**config.mk**
```make
export PLATFORM = sky130hd
export DESIGN_NAME = sdram_arbiter
export DESIGN_NICKNAME = d
export VERILOG_FILES = /design/src/rtl/apple2_sdram_pkg.sv /design/src/rtl/sdram_slot_timer.sv /design/src/rtl/sdram_arbiter.sv
export SDC_FILE = /design/constraint.sdc
export NUM_CORES = 1
export LEC_CHECK = 0
export ABC_AREA = 1
export ABC_CLOCK_PERIOD_IN_PS = 3200
export CAP_MARGIN = 20
export CORE_MARGIN = 4
export CORE_UTILIZATION = 41
export DETAILED_ROUTE_END_ITERATION = 6
export HOLD_SLACK_MARGIN = 0.03
export PLACE_DENSITY = 0.88
export SLEW_MARGIN = 20
export SYNTH_ARGS = -nofsm -noshare
export SYNTH_HDL_FRONTEND = slang
export SYNTH_SLANG_ARGS = --single-unit
```
**constraint.sdc**
```tcl
create_clock -name clk -period 3.2 [get_ports clk]
set_input_delay 0.48 -clock clk [delete_from_list [all_inputs] [get_ports clk]]
set_output_delay 0.48 -clock clk [all_outputs]
set_load 0.01 [all_outputs]
```
**src/rtl/apple2_sdram_pkg.sv**
```systemverilog
// Shared definitions for the Apple II SDRAM slot arbiter: port indices,
// arbiter states, slot timing defaults and the per-slot grant picker.
package apple2_sdram_pkg;

    localparam int SLOT_LEN_DEF  = 8;
    localparam int RD_OFFSET_DEF = 6;

    typedef enum logic [1:0] {
        PORT_CPU = 2'd0,
        PORT_DMA = 2'd1,
        PORT_DL  = 2'd2
    } port_e;

    typedef enum logic [1:0] {
        ST_IDLE   = 2'd0,
        ST_WAIT   = 2'd1,
        ST_ACTIVE = 2'd2
    } arb_state_e;

    // One-hot grant {dl, dma, cpu}. CPU always wins; DMA and DL share the
    // remaining slots, with dl_prio choosing the winner when both ask.
    function automatic logic [2:0] pick_port(
        input logic cpu_req,
        input logic dma_req,
        input logic dl_req,
        input logic dl_prio
    );
        logic [2:0] grant;
        grant = 3'b000;
        if (cpu_req) begin
            grant = 3'b001;
        end else if (dma_req && dl_req) begin
            grant = dl_prio ? 3'b100 : 3'b010;
        end else if (dma_req) begin
            grant = 3'b010;
        end else if (dl_req) begin
            grant = 3'b100;
        end else begin
            grant = 3'b000;
        end
        return grant;
    endfunction

endpackage

```
**src/rtl/sdram_slot_timer.sv**
```systemverilog
// Slot timer: detects the rising edge of the 14 MHz reference and runs the
// phase counter 0..SLOT_LEN-1 inside each slot, holding at the last phase.
module sdram_slot_timer
    import apple2_sdram_pkg::*;
#(
    parameter int SLOT_LEN = SLOT_LEN_DEF,
    parameter int PHASE_W  = $clog2(SLOT_LEN)
) (
    input  logic               clk,
    input  logic               init_n,
    input  logic               clkref,
    output logic               slot_start,
    output logic [PHASE_W-1:0] phase
);

    logic               clkref_q;
    logic [PHASE_W-1:0] phase_q;
    logic [PHASE_W-1:0] phase_d;

    // The previous sample resets high so a reference already high when reset
    // releases is not mistaken for a fresh edge.
    assign slot_start = clkref & ~clkref_q;
    assign phase      = phase_q;

    // Phase counter next state: restart on slot start, saturate at the end.
    always_comb begin
        phase_d = phase_q;
        if (slot_start) begin
            phase_d = {PHASE_W{1'b0}};
        end else if (phase_q < PHASE_W'(SLOT_LEN - 1)) begin
            phase_d = phase_q + PHASE_W'(1);
        end else begin
            phase_d = phase_q;
        end
    end

    // Reference sample and phase registers.
    always_ff @(posedge clk or negedge init_n) begin
        if (!init_n) begin
            clkref_q <= 1'b1;
            phase_q  <= {PHASE_W{1'b0}};
        end else begin
            clkref_q <= clkref;
            phase_q  <= phase_d;
        end
    end

endmodule

```
**src/rtl/sdram_arbiter.sv**
```systemverilog
// Three-port SDRAM slot arbiter (CPU, disk DMA, ROM/image download).
// One access per clkref slot: the granted port's request is presented on the
// sd_* bus for the whole slot and completes with a single ack at RD_OFFSET.
// Build option: define SDRAM_ARB_DL_EN to arbitrate the download port; when
// undefined the download port is never granted and its outputs stay at zero.
module sdram_arbiter
    import apple2_sdram_pkg::*;
#(
    parameter int ADDR_W    = 25,
    parameter int RD_OFFSET = RD_OFFSET_DEF,
    parameter int SLOT_LEN  = SLOT_LEN_DEF
) (
    input  logic              clk,
    input  logic              init_n,
    input  logic              clkref,

    input  logic              cpu_req,
    input  logic              cpu_we,
    input  logic              cpu_aux,
    input  logic [ADDR_W-1:0] cpu_addr,
    input  logic [7:0]        cpu_din,
    output logic [15:0]       cpu_dout,
    output logic              cpu_ack,

    input  logic              dma_req,
    input  logic              dma_we,
    input  logic              dma_aux,
    input  logic [ADDR_W-1:0] dma_addr,
    input  logic [7:0]        dma_din,
    output logic [15:0]       dma_dout,
    output logic              dma_ack,

    input  logic              dl_req,
    input  logic              dl_we,
    input  logic              dl_aux,
    input  logic [ADDR_W-1:0] dl_addr,
    input  logic [7:0]        dl_din,
    output logic [15:0]       dl_dout,
    output logic              dl_ack,

    output logic [ADDR_W-1:0] sd_addr,
    output logic              sd_we,
    output logic              sd_aux,
    output logic [7:0]        sd_din,
    input  logic [15:0]       sd_dout
);

    localparam int PHASE_W = $clog2(SLOT_LEN);

    logic               slot_start_s;
    logic [PHASE_W-1:0] phase_s;
    logic               dl_req_s;
    logic [2:0]         pick_s;
    logic               capture_s;

    arb_state_e         state_q, state_d;
    logic               grant_vld_q, grant_vld_d;
    port_e              grant_port_q, grant_port_d;
    logic               grant_we_q, grant_we_d;
    logic               dl_prio_q, dl_prio_d;

    logic [ADDR_W-1:0]  sd_addr_q, sd_addr_d;
    logic               sd_we_q, sd_we_d;
    logic               sd_aux_q, sd_aux_d;
    logic [7:0]         sd_din_q, sd_din_d;
    logic [15:0]        cpu_dout_q, cpu_dout_d;
    logic [15:0]        dma_dout_q, dma_dout_d;
    logic [15:0]        dl_dout_q, dl_dout_d;
    logic [2:0]         ack_q, ack_d;

    sdram_slot_timer #(
        .SLOT_LEN (SLOT_LEN),
        .PHASE_W  (PHASE_W)
    ) u_slot_timer (
        .clk        (clk),
        .init_n     (init_n),
        .clkref     (clkref),
        .slot_start (slot_start_s),
        .phase      (phase_s)
    );

`ifdef SDRAM_ARB_DL_EN
    assign dl_req_s = dl_req;
    assign dl_ack   = ack_q[2];
    assign dl_dout  = dl_dout_q;
`else
    logic unused_dl_s;
    assign dl_req_s    = 1'b0;
    assign dl_ack      = 1'b0;
    assign dl_dout     = 16'd0;
    assign unused_dl_s = ^{dl_req, dl_dout_q, ack_q[2]};
`endif

    assign pick_s = pick_port(cpu_req, dma_req, dl_req_s, dl_prio_q);

    // Data is latched on the edge that enters phase RD_OFFSET so the new dout
    // and the ack become visible together; a restarting slot cancels it.
    assign capture_s = (state_q == ST_ACTIVE) && grant_vld_q && !slot_start_s &&
                       (phase_s == PHASE_W'(RD_OFFSET - 1));

    assign cpu_ack  = ack_q[0];
    assign dma_ack  = ack_q[1];
    assign cpu_dout = cpu_dout_q;
    assign dma_dout = dma_dout_q;
    assign sd_addr  = sd_addr_q;
    assign sd_we    = sd_we_q;
    assign sd_aux   = sd_aux_q;
    assign sd_din   = sd_din_q;

    // Arbiter state register.
    always_ff @(posedge clk or negedge init_n) begin
        if (!init_n) begin
            state_q <= ST_IDLE;
        end else begin
            state_q <= state_d;
        end
    end

    // Next-state logic: every slot start enters ACTIVE, the end of the slot
    // drops back to WAIT.
    always_comb begin
        state_d = state_q;
        case (state_q)
            ST_IDLE: begin
                if (slot_start_s) state_d = ST_ACTIVE;
                else              state_d = ST_IDLE;
            end
            ST_WAIT: begin
                if (slot_start_s) state_d = ST_ACTIVE;
                else              state_d = ST_WAIT;
            end
            ST_ACTIVE: begin
                if (slot_start_s)                               state_d = ST_ACTIVE;
                else if (phase_s == PHASE_W'(SLOT_LEN - 1))     state_d = ST_WAIT;
                else                                            state_d = ST_ACTIVE;
            end
            default: state_d = ST_IDLE;
        endcase
    end

    // Grant, SDRAM bus and completion next-state logic.
    always_comb begin
        grant_vld_d  = grant_vld_q;
        grant_port_d = grant_port_q;
        grant_we_d   = grant_we_q;
        dl_prio_d    = dl_prio_q;
        sd_addr_d    = sd_addr_q;
        sd_we_d      = sd_we_q;
        sd_aux_d     = sd_aux_q;
        sd_din_d     = sd_din_q;
        cpu_dout_d   = cpu_dout_q;
        dma_dout_d   = dma_dout_q;
        dl_dout_d    = dl_dout_q;
        ack_d        = 3'b000;

        if (slot_start_s) begin
            grant_vld_d = |pick_s;
            if (pick_s[0]) begin
                grant_port_d = PORT_CPU;
                grant_we_d   = cpu_we;
                sd_addr_d    = cpu_addr;
                sd_we_d      = cpu_we;
                sd_aux_d     = cpu_aux;
                sd_din_d     = cpu_din;
            end else if (pick_s[1]) begin
                grant_port_d = PORT_DMA;
                grant_we_d   = dma_we;
                dl_prio_d    = 1'b1;
                sd_addr_d    = dma_addr;
                sd_we_d      = dma_we;
                sd_aux_d     = dma_aux;
                sd_din_d     = dma_din;
            end else if (pick_s[2]) begin
                grant_port_d = PORT_DL;
                grant_we_d   = dl_we;
                dl_prio_d    = 1'b0;
                sd_addr_d    = dl_addr;
                sd_we_d      = dl_we;
                sd_aux_d     = dl_aux;
                sd_din_d     = dl_din;
            end else begin
                // Dummy read: keep the bus fields, just make sure no write.
                grant_we_d = 1'b0;
                sd_we_d    = 1'b0;
            end
        end else if (capture_s) begin
            grant_vld_d = 1'b0;
            case (grant_port_q)
                PORT_CPU: begin
                    ack_d[0] = 1'b1;
                    if (!grant_we_q) cpu_dout_d = sd_dout;
                    else             cpu_dout_d = cpu_dout_q;
                end
                PORT_DMA: begin
                    ack_d[1] = 1'b1;
                    if (!grant_we_q) dma_dout_d = sd_dout;
                    else             dma_dout_d = dma_dout_q;
                end
                PORT_DL: begin
                    ack_d[2] = 1'b1;
                    if (!grant_we_q) dl_dout_d = sd_dout;
                    else             dl_dout_d = dl_dout_q;
                end
                default: ack_d = 3'b000;
            endcase
        end else begin
            ack_d = 3'b000;
        end
    end

    // Grant bookkeeping, SDRAM bus and port result registers.
    always_ff @(posedge clk or negedge init_n) begin
        if (!init_n) begin
            grant_vld_q  <= 1'b0;
            grant_port_q <= PORT_CPU;
            grant_we_q   <= 1'b0;
            dl_prio_q    <= 1'b0;
            sd_addr_q    <= {ADDR_W{1'b0}};
            sd_we_q      <= 1'b0;
            sd_aux_q     <= 1'b0;
            sd_din_q     <= 8'd0;
            cpu_dout_q   <= 16'd0;
            dma_dout_q   <= 16'd0;
            dl_dout_q    <= 16'd0;
            ack_q        <= 3'b000;
        end else begin
            grant_vld_q  <= grant_vld_d;
            grant_port_q <= grant_port_d;
            grant_we_q   <= grant_we_d;
            dl_prio_q    <= dl_prio_d;
            sd_addr_q    <= sd_addr_d;
            sd_we_q      <= sd_we_d;
            sd_aux_q     <= sd_aux_d;
            sd_din_q     <= sd_din_d;
            cpu_dout_q   <= cpu_dout_d;
            dma_dout_q   <= dma_dout_d;
            dl_dout_q    <= dl_dout_d;
            ack_q        <= ack_d;
        end
    end

endmodule

```
======== Yosys cells after proc, flatten, opt, wreduce, memory -nomap -nowiden ========
Cells that the tools add are included.
cells by class
  muxes and demuxes ....................... 30
  equality and inequality tests ........... 5
  reductions and logical operators ........ 13
  order comparisons ....................... 1
  add/sub/neg operators ................... 1
  bitwise logic cells ..................... 4
operators by type and width
  kind                 number
  $mux 25              3
  $mux 8               3
  $mux 2               10
  $mux 1               10
  $mux 3               3
  $reduce_and 4->1     2
  $eq 3x3->1 const B   2
  $pmux 2 s3           1
  $eq 2x1->1 const B   2
  $logic_not 2->1      2
  $reduce_bool 2->1    2
  $add 3x1->3 const B  1
  $logic_and 1x1->1    3
  $lt 3x3->1 const B   1
  $not 1->1            3
  $reduce_bool 3->1    1
  $reduce_or 3->1      1
  $eq 2x2->1 const B   1
  $reduce_and 2->1     1
  $and 1x1->1          1
  $logic_not 1->1      1
storage, ports and cells
  flip-flop bits (word level) ............. 78
  output and inout port bits .............. 86
  word-level logic and storage cells ...... 66

======== Logic depth before layout (Yosys ltp) ========
Gate-level depths: netlist (run 1).
  depth in word-level cells ............... 7
  mapped depth ............................ 10

======== By module ========
A second synthesis (run 1) with hierarchy kept.
second synthesis, totals
  cell total of the unflattened synthesis .. 407
  area, all modules ....................... 3573.4 um2
by module, submodules not included
  module            area an instance (um2)  times used  cells an instance  seq. area each (um2)
  sdram_arbiter     3377.0                  1           382                1826.8
  sdram_slot_timer  196.4                   1           25                 101.3

======== Worst setup path after synthesis (run 1) ========
No wires, ideal clock.
  path kind ............................... register to register
  from .................................... register u_slot_timer.clkref_q
  to ...................................... register dma_dout_q[0], in the netlist dma_dout[0]
  cell stages (with the launch flop) ...... 9
  arrival ................................. 1.270 ns
  buffers on the path ..................... 1
  required time ........................... 3.083 ns
  slack ................................... 1.813 ns
  library setup time ...................... 0.117 ns
  cell sequence ........................... dfstp_2 inv_2 nand2_4 nand2_2 nor2_8 nand3_4 buf_6 nand2_1 nand2_1
between the ends
  cells in the longest elaborated chain, start to end .. 6
  elaborated cells between the ends (all ways) .. 7
  those cells by class .................... bitwise (3); reduce/logical (4)
RTL lines
  what                             line                    RTL
  start, declared                  sdram_slot_timer.sv:16  logic clkref_q;
  start signal, assigned           sdram_slot_timer.sv:43  clkref_q <= clkref;
  $not 1->1 (*)                    sdram_slot_timer.sv:22  assign slot_start = clkref & ~clkref_q;
  $and 1x1->1 (*)                  sdram_slot_timer.sv:22
  $logic_not 1->1                  sdram_arbiter.sv:98     assign capture_s = (state_q == ST_ACTIVE) && grant_vld_q && !slot_start_s &&
  $logic_and 1x1->1 (2 in series)  sdram_arbiter.sv:98
  $reduce_and 4->1 (no line) (*)   n/a
  end signal, assigned             sdram_arbiter.sv:236    dma_dout_q <= dma_dout_d;
  end, declared                    sdram_arbiter.sv:67     logic [15:0] dma_dout_q, dma_dout_d;
Every way passes the cells marked *; elsewhere a longest branch is shown, timed or not.
A chain may end at the register's enable or synchronous reset.

======== Worst setup path after layout (run 1) ========
  from .................................... input port dma_req
  to ...................................... register sd_din_q[0], in the netlist sd_din[0]
between the ends
  cells in the longest elaborated chain, start to end .. 4
  elaborated cells between the ends (all ways) .. 6
  those cells by class .................... mux (4); reduce/logical (2)
RTL lines
  what                                                          line                    RTL
  start, declared                                               sdram_arbiter.sv:25     input logic dma_req,
  $mux 2 (*)                                                    apple2_sdram_pkg.sv:34  end else if (dma_req) begin
  $mux 3 (*)                                                    apple2_sdram_pkg.sv:30  if (cpu_req) begin
  $reduce_bool 3->1 (no line) / $mux 8 (equally long branches)  n/a
  $reduce_and 2->1 (no line) / $mux 8 (equally long branches)   n/a
  end signal, assigned                                          sdram_arbiter.sv:234    sd_din_q <= sd_din_d;
  end, declared                                                 sdram_arbiter.sv:65     logic [7:0] sd_din_q, sd_din_d;
Marked as above.

==> results of run 1 <==
[synthesized netlist by cell type (3+ instances only)]
master,instances,area share [%]
a21boi_0,8,1.6
a31oi_1,31,5.2
buf_2,6,0.81
buf_4,30,6.1
buf_6,3,0.91
dfrtp_1,77,52
ha_1,3,1.0
inv_1,10,1.0
inv_2,4,0.41
nand2_1,145,15
nand4_1,33,5.6
nor2_1,34,3.5
nor2_2,3,0.51
nor2_4,3,0.91
o21ai_0,8,1.1
[metal layers]
metal,track usage (%),vias to the layer above,share of wire [%]
met5,0,-,0
met4,7.17,0,1.6
met3,5.48,14,12
met2,29.8,174,47
met1,21.5,1507,40
li1,-,1656,-
[state kept, by name, indices dropped and copies added, names as in the netlist]
register               flops
u_slot_timer.clkref_q      1
ack_q                      2
grant_vld_q                1
sd_aux                     1
dma_dout                  16
cpu_dout                  16
u_slot_timer.phase         3
state_q                    2
grant_port_q               2
sd_addr                   25
sd_we                      1
sd_din                     8
[how the worst max path moves through the flow]
stage / start / to / slack [ps] / cells past startpoint
6_report: dma_req / sd_din[0] / 1190 / 7
3_3_place_gp: cpu_req / sd_aux / 950 / 6
2_1_floorplan: u_slot_timer.clkref_q / dma_dout[0] / 1810 / 8
5_1_grt: dma_req / sd_din[0] / 1030 / 7
4_1_cts: dma_req / sd_din[0] / 1220 / 7
3_5_place_dp: dma_req / sd_din[0] / 850 / 7
[worst max-delay path, delay by kind of cell]
kind	cells	cell delay, ps
compound gates	1	200
simple gates	3	770
buf+inv	3	820
[logic make-up (layout without fill, tap and decap cells)]
group,Yosys count,after routing
flip-flops,78,78
AND/OR/NAND/NOR,228,228
other,1,17
AO/OA/AOI/OAI,49,49
buffers and inverters,56,200
adder cells (fa/ha/maj),3,3
[final cells by class]
class                           instances  area, sq um  share of cell area, %
Clock buffer                           11          131                   2.40
Clock inverter                          4         48.8                  0.890
Inverter                               15         56.3                   1.03
Multi-Input combinational cell        297         1450                   26.5
Sequential cell                        78         1950                   35.6
Tap cell                              108          135                   2.47
Timing Repair Buffer                  170         1700                   31.1
[cell usage in the layout, fill, tap and decap left out, drive strengths merged]
master,instances
dfrtp,77
clkdlybuf4s50,166
inv,14
nand4,33
buf,4
dfstp,1
conb,17
nor4,2
nand2,148
o21ai,8
a21boi,8
bufinv,1
nor2,42
clkinv,4
clkbuf,11
nor3,1
ha,3
nand3,2
a21oi,2
a31oi,31
[per-stage QoR]
step / cells / hold WS, ps / power [uW] / area (sq um) / setup slack [ps]
after floorplan: 431 / 184 / 1810 / 3760 / 1810
after global routing: 683 / 370 / 3270 / 5480 / 1030
final: 683 / 292 / 3090 / 5480 / 1190
after CTS: 683 / 321 / 3120 / 5480 / 1220
after global placement: 668 / 452 / 2380 / 5300 / 948
after detailed placement: 668 / 458 / 2420 / 5300 / 847
[power by group]
group | leakage, uW | switching, uW | internal, uW
Clock | 0.0000931 | 335 | 356
Sequential | 0.000978 | 139 | 1210
Combinational | 0.00143 | 479 | 566
Total | 0.00250 | 953 | 2130
==> flow_summary_export.csv, run 1 <==
group,metric,value,unit
final_layout,nFillCells,696,
final_layout,drive_above_1_share,6.09,%
pwr,power.density,563,nW/um^2
routing,drcViolationCount,0,
setup_path,cp_common_cell,"nand2_1",
logic_synthesis,synthArstFlopShare,100,%
sta,grt_setup_unrepaired,"false",
grt,grt_first_pass_wirelength,14.8,mm
logic_synthesis,syn_area_per_cell,8.91,sq um
placement,hpwl,7.30,mm
routing,firstDrtPassIters,4,
die,die_y,103,um
logic_synthesis,synth_edf_count,0,
setup_path,worstPathMaxFanout,34,
clock_network,cts_tree,"built",
setup_path,r2r-start,"u_slot_timer.clkref_q",
logic_synthesis,ys_seq_elements,78,
logic_synthesis,ys.flop_type,"dfrtp_1",
setup_path,worstPathRequired,3460,ps
sta,setup_tns,0,ps
logic_synthesis,syn_inst,415,
sta,finalClockSkew,15.0,ps
placement,port_buffers,167,
setup_path,slowest_delay,610,ps
setup_path,rr_worst_depth,7,
clock_network,cts_root_buf,"clkbuf_8",
sta,finalHoldViolations,0,
status,status,"completed",
clock_network,cts.sinks,78,
die,initial_core_util,42.2,%
grt,antenna_found_initial,0,
die,rows,34,
logic_synthesis,ys_types,26,
grt,grt_pass1_vias,3219,
grt,grt_max_degree,79,
sta,period_needed,2010,ps
die,fp.dieArea,10600,sq um
clock_network,cts_made_buffers,9,
setup_path,arrival,2270,ps
setup_path,regToRegSetupSlack,1330,ps
hold_path,hold_path_class,"in2async",
setup_path,critPathLaunchType,"input port",
routing,avgRoutedWirePerCell,14.2,um
logic_synthesis,syn-cell-area,3700,sq um
sta,setup_violations,0,
sta,tightest_slew,951,ps
clock_network,htreeDepth,3,
logic_synthesis,ys_seq_area_share,52.8,%
clock_network,worstSkewPairLatency,330,ps
routing,ant_nets,0,
routing,wirelength,9.70,mm
setup_path,crit_type,"in2reg",
placement,place_congestion,0.879,
clock_network,cts_setup_buffers,0,
routing,drtIter0Drc,124,
clock_network,path_clk_slew,80,ps
routing,routed_via_density,4.91,
die,io-pin-count,213,
sta,slew_viol_final,0,
setup_path,slowest_stage,"nor2_4",
pwr,leakagePower,0.00250,uW
die,fp.coreArea,8760,sq um
logic_synthesis,synthSimpleGateAreaFrac,28.3,%
clock_network,cts_resized,0,
logic_synthesis,yosysWarnings,0,
clock_network,cts_hold_buf,0,
final_layout,syn2layout_area_growth,48.2,%
logic_synthesis,synth_top_family_by_area,"simple AND/OR/NAND/NOR gates",
sta,fmax,497,MHz
setup_path,cp-end-kind,"flop",
pwr,ir_drop,280,uV
setup_path,critical_path.cell_chain,"clkdlybuf4s50_1 -> inv_2 -> nor2_4 -> inv_1 -> o21ai_0 -> nand2_1 -> nand2_1",
clock_network,clock_tree.buffer_depth,2,
grt,overflow,0,
sta,relSlewSlack,36.6,%
flow_run,max-cap-violations,0,
logic_synthesis,synth.area.mux_share,0,%
die,die_w,103,um
final_layout,fin_util,62.6,%
grt,track_usage,17.8,%
setup_path,r2r_end,"cpu_dout[5]",
routing,vias,3351,
logic_synthesis,synth_xor_area_share,0,%
logic_synthesis,synth_compound_area_share,8.22,%
logic_synthesis,synth-adder-area-share,1.01,%
final_layout,insertedDiodeCount,0,
sta,fin_crit_sh,62.9,%
final_layout,finalNetCount,701,
Power figures use the tool's default switching activity.
==> run 2, diff against run 1 <==
- ABC_CLOCK_PERIOD_IN_PS: 3200 -> 1600
- CORE_UTILIZATION: 41 -> 35
- PLACE_DENSITY: 0.88 -> 0.8
- clock period: 3.2 -> 1.6 ns (I/O delays scaled with it)
==> run 2 against run 1 <==
Effect of this change:
- first-iteration DRC count rose by 25%
- routed wire length rose by 7.1%
- final cell count rose by 6.7%
==> flow_summary_export.csv, run 2 (synthesized netlist as in run 1, its figures left out) <==
group,metric,value,unit
die,rows,37,
setup_path,slowest_delay,400,ps
routing,met2WireLength,4.87,mm
grt,grt_pass1_vias,3394,
final_layout,largest_register_ffs,25,
grt,overflow,0,
final_layout,drive_above_1_share,8.94,%
clock_network,htreeDepth,3,
routing,vias,3474,
sta,period_needed,1520,ps
routing,top_layer,"met4",
grt,track_usage,16.5,%
flow_run,max-cap-violations,0,
final_layout,mostFrequentLayoutCell,"clkdlybuf4s50_1",
routing,drcViolationCount,0,
setup_path,worstPathMaxFanout,16,
setup_path,worstPathRequired,1820,ps
sta,slew_viol_final,0,
pwr,power.density,1120,nW/um^2
final_layout,nFillCells,899,
routing,ant_nets,0,
sta,setup_violations,0,
grt,grt_max_degree,57,
routing,routed_via_density,4.77,
hold_path,hold_path_class,"in2async",
routing,avgRoutedWirePerCell,14.2,um
clock_network,clock_tree.buffer_depth,2,
final_layout,finalNetCount,719,
final_layout,final_cells,729,
setup_path,arrival,1740,ps
setup_path,critPathLaunchType,"flop",
setup_path,cp-end-kind,"flop",
setup_path,rr_worst_depth,9,
placement,port_buffers,167,
sta,finalHoldViolations,0,
die,initial_core_util,35.8,%
sta,fmax,656,MHz
final_layout,insertedDiodeCount,0,
placement,place_congestion,0.784,
die,die_w,111,um
placement,dpl.cell_count,713,
clock_network,cts_tree,"built",
setup_path,r2r-start,"u_slot_timer.phase[1]",
setup_path,setup.worst_path.start,"u_slot_timer.phase[1]",
grt,grt_first_pass_wirelength,16.4,mm
clock_network,cts_made_buffers,9,
pwr,ir_drop,461,uV
setup_path,critical_path.cell_chain,"inv_1 -> ha_1 -> nand2_1 -> inv_1 -> nand2_2 -> nor2_8 -> nand3_4 -> nand2_1 -> nand2_1",
sta,grt_setup_unrepaired,"true",
die,fp.dieArea,12300,sq um
die,io-pin-count,213,
grt,antenna_found_initial,0,
clock_network,path_clk_slew,80,ps
die,fp.coreArea,10300,sq um
final_layout,mostFrequentLayoutCells,"clkdlybuf4s50_1 (165), nand2_1 (145), dfrtp_1 (77)",
clock_network,cts.sinks,78,
clock_network,cts_setup_buffers,0,
status,status,"completed",
die,die_y,111,um
routing,drtIter0Drc,155,
setup_path,slowest_stage,"dfrtp_1",
routing,wirelength,10.4,mm
sta,finalClockSkew,11.0,ps
clock_network,worstSkewPairLatency,330,ps
placement,hpwl,8.04,mm
final_layout,syn2layout_area_growth,55.5,%
setup_path,cp_common_cell,"nand2_1",
routing,wl_met1,4.19,mm
final_layout,fin_util,55.7,%
routing,dr_wl_met3,1.21,mm
clock_network,cts_root_buf,"clkbuf_8",
routing,firstDrtPassIters,4,
sta,fin_crit_sh,95.3,%
pwr,leakagePower,0.00263,uW
setup_path,crit_type,"reg2reg",
==> run 2: cell types whose count changed in the layout (fill, tap and decap cells not counted), sizes merged <==
cell,before,now
buf,4,21
clkdlybuf4s50,166,165
clkinvlp,0,1
dlymetal6s2s,0,1
dlygate4sd3,0,1
clkinv,4,3
clkbuf,11,10
bufinv,1,2
==> run 2: where the power goes <==
part	switching [uW]	total, uW	internal, uW
Combinational	986	2190	1200
Clock	687	1560	876
Sequential	284	2710	2420
Total	1960	6460	4500
==> run 2: cell type report <==
class                   count  area [sq um]  share of cell area (%)
inverters                  15          56.3                   0.979
clock buffers              10           128                    2.22
repair buffers            188          1910                    33.2
flip-flops and latches     78          1950                    34.0
well taps                 136           170                    2.96
clock inverters             5          85.1                    1.48
multi-input cells         297          1450                    25.3
==> run 2: final timing paths <==
kind	endpoint	slack (ps)
setup / recovery	dma_dout[3]	80
hold / removal	dma_dout[5]	340
setup reg to reg	dma_dout[3]	80
hold reg to reg	cpu_dout[8]	470
max in group asynchronous	u_slot_timer.clkref_q	740
min in group clk	u_slot_timer.clkref_q	400
==> run 2: repair_timing <==
action,in CTS,in global routing
endpoints found under the hold margin,20,0
resized for setup,0,1
hold buffers,1,0
endpoints found under the setup margin,0,16
==> run 2: critical path, delay by kind of cell (launching register included) <==
family / cells / cell delay (ps)
buffers and inverters: 2 / 140
adders and majority gates: 1 / 150
and+or+nand+nor: 6 / 720
DFF: 1 / 400
==> run 2: metal layers <==
layer / up-vias / track usage, %
li1: 1690 / -
met1: 1596 / 19.1
met2: 178 / 27.3
met3: 10 / 6.82
met4: 0 / 5.83
met5: - / 0
==> run 2: through the flow <==
step	setup slack, ps	TNS [ps]	hold slack, ps	instance area, sq um	power [uW]
floorplan	213	0	-55.6	3760	3630
global placement	-116	-4150	157	5530	4850
detailed placement	-176	-5600	159	5530	4950
CTS	6.61	0	326	5750	6550
global route	-25.7	-145	346	5750	6860
finish	75.6	0	341	5750	6460
==> run 3, diff against run 2 <==
- GPL_ROUTABILITY_DRIVEN: default -> 0
==> results of run 3 <==
The final DEF is identical to that of run 2; final timing and power are the same.
==> variant 1 (config.mk and constraints of run 3) <==
The package constant `SLOT_LEN_DEF` goes from 8 to 4.
--- a/src/rtl/apple2_sdram_pkg.sv
+++ b/src/rtl/apple2_sdram_pkg.sv
@@ -4,3 +4,3 @@
 
-    localparam int SLOT_LEN_DEF  = 8;
+    localparam int SLOT_LEN_DEF  = 4;
     localparam int RD_OFFSET_DEF = 6;
Function: changed (a bounded check fails within 4 cycles, from zero or initial values).
==> variant 1 against run 3 <==
- core utilization rose by 1.6 points
- power is 11% higher
- cell area is 0.76% lower
- maximum frequency grew 0.59%
- synthesized area down 1.5%
- wire length is 1.3% higher
- worst setup slack improved by 0.0090 ns
- sequential cell count shrank 1
- register-to-register slack better by 0.05 ns
- critical path type is now reg -> out
==> variant 1: results (changes against run 3) <==
stage,metric,value,unit,change
outcome,status,"complete, no violations",,
clocking,clk buf depth,2,,unchanged
logic_synthesis,Avg Synthesized Cell Area,8.66,sq um,-2.9%
clocking,clk_lat worst skew,0.33,ns,about the same
clocking,htree depth,3,,unchanged
logic_synthesis,Commonest cells post-synth,"174 x nand2_1, 76 x dfrtp_1, 33 x nand4_1, 27 x nor2_1, 25 x buf_4",,
routing,met2 WL,5.09,mm,+4.6%
logic_synthesis,fraction of the yosys area taken by sequential cells,52.9,%,+0.093 points
routing,routed vias,3499,,+0.72%
logic_synthesis,Post-synth ARST share,100,%,unchanged
routing,post-DR wirelength/cell,14.4,um,+0.97%
hold_path,HP Class,in -> async,,
logic_synthesis,post-synth top area share,52.2,%,+0.082 points
placed_design,Inst Count DP,714,,+0.14%
grt,largest net degree at the start of global routing,55,,-3.5%
worst_setup_path,reg2reg end,cpu_dout[11]$_DFFE_PN0P_,,
worst_setup_path,crit-path leading delay family,buffers and inverters,,
logic_synthesis,Main synth FF type,dfrtp_1,,
routing,Met1 Wirelength,4.19,mm,-0.12%
placed_design,hpwl dp,8.23,mm,+2.4%
logic_synthesis,synth top area cells,"dfrtp_1 52%, nand2_1 18%, nand4_1 5.7%, buf_4 5.1%, a31oi_1 4.1%",,
pwr,Sw Share,32.0,%,+1.7 points
sta,clock skew,0.00905,ns,-0.00193 ns
cells_and_area,layout net count,722,,+0.42%
routing,Max Used Layer,met4,,
placed_design,Setup WS pre-CTS,-0.105,ns,+0.0705 ns
pwr,Lkg Pwr,2.63,nW,+0.18%
routing,DR iter-0 viols,100,,-35%
grt,initial antenna violation count,0,,unchanged
cells_and_area,"Cell Count, Final, Fillers Out",731,,+0.27%
pwr,VDD IR max,0.000629,V,+36%
worst_setup_path,Critical Path Max Stage Delay,0.57,ns,+0.17 ns
clocking,clock buffer count from CTS,9,,unchanged
logic_synthesis,Synth cell types,29,,+12%
grt,first-pass GRT wire length,16.1,mm,-1.9%
placed_design,Port Buf Inserts,168,,+0.60%
sta,Min Hold Slack,0.302,ns,-0.0389 ns
worst_setup_path,CP Max Fanout,2,,-14
routing,met3 routed WL,1.12,mm,-7.6%
clocking,Root Buffer,clkbuf_8,,
cells_and_area,antenna diode count,0,,unchanged
grt,vias in the first global route,3344,,-1.5%
cells_and_area,max reg flops,25,,unchanged
clocking,Post-CTS Setup Inserts,0,,unchanged
routing,Detailed Routing Iterations Pass 1,4,,unchanged
worst_setup_path,R2R setup slack,0.13,ns,+0.05 ns
worst_setup_path,r2r worst-path depth,7,,-2
cells_and_area,layout cells sized above 1,8.19,%,-0.74 points
sta,"Hold Violations, Final",0,,unchanged
grt,GR Util All Layers,17.1,%,+0.65 points
logic_synthesis,synth warn,0,,unchanged
clocking,CTS clock-pin slew for the worst setup and hold paths,0.08,ns,about the same
worst_setup_path,Worst R2R Start,u_slot_timer.phase[1]$_DFFE_PN0P_,,
worst_setup_path,Crit-path slowest cell,clkdlybuf4s50_1,,
==> variant 1: final cells by class <==
class,instances,area [sq um]
inverters,9,33.8
repair buffers,186,1890
clock buffers,9,124
clock inverters,7,90.1
fillers,879,4250
well taps,133,166
flip-flops and latches,77,1930
multi-input cells,310,1480
==> variant 1: kinds of logic after synthesis <==
logic type                 after synthesis  synth area share, %
AOI/OAI and AO/OA                       31                 5.36
xor gates and xnor gates                 1                0.240
adders and majority gates                2                0.686
buffers and inverters                   50                 8.17
DFF                                     77                 52.9
other                                    1                0.103
and+or+nand+nor                        259                 32.5
==> variant 1: layer usage <==
| layer | up-vias | GRT usage, % |
|---|---|---|
| met3 | 13 | 6.00 |
| met2 | 183 | 28.7 |
| met4 | 0 | 4.19 |
| met5 | - | 0 |
| met1 | 1609 | 21.0 |
| li1 | 1694 | - |
==> variant 1: power by group through the flow <==
stage | clock (W) | combinational, W | sequential, W
global placement | 0 | 0.00267 | 0.00289
finish | 0.00158 | 0.00272 | 0.00289
CTS | 0.00162 | 0.00276 | 0.00289
global route | 0.00170 | 0.00298 | 0.00295
floorplan | 0 | 0.000883 | 0.00313
detailed placement | 0 | 0.00275 | 0.00292
==> variant 1: worst max path at each step <==
stage	slack (ns)	end	from
after CTS	0.02	sd_we	sd_we$_DFFE_PN0P_
after global routing	-0.006	cpu_dout[7]$_DFFE_PN0P_	u_slot_timer.phase[1]$_DFFE_PN0P_
after global placement	-0.05	sd_addr[19]$_DFFE_PN0P_	cpu_req
final	0.08	cpu_dout[2]	cpu_dout[2]$_DFFE_PN0P_
after detailed placement	-0.11	sd_addr[11]$_DFFE_PN0P_	cpu_req
after floorplan	0.22	cpu_dout[10]$_DFFE_PN0P_	u_slot_timer.phase[1]$_DFFE_PN0P_
==> variant 1: metrics by stage <==
stage                     setup TNS, ns  utilization (%)  area, sq um
after floorplan                       0                -         3700
after global placement          -0.0797             55.0         5480
after detailed placement          -2.67             55.0         5480
after CTS                             0             57.3         5700
after global routing           -0.00783             57.3         5710
final                                 0             57.3         5710
==> variant 1: timing repair <==
action / in CTS / in global routing
endpoints found under the hold margin: 13 / 0
gates resized for setup: 0 / 3
hold buffers: 1 / 0
endpoints found under the setup margin: 0 / 5
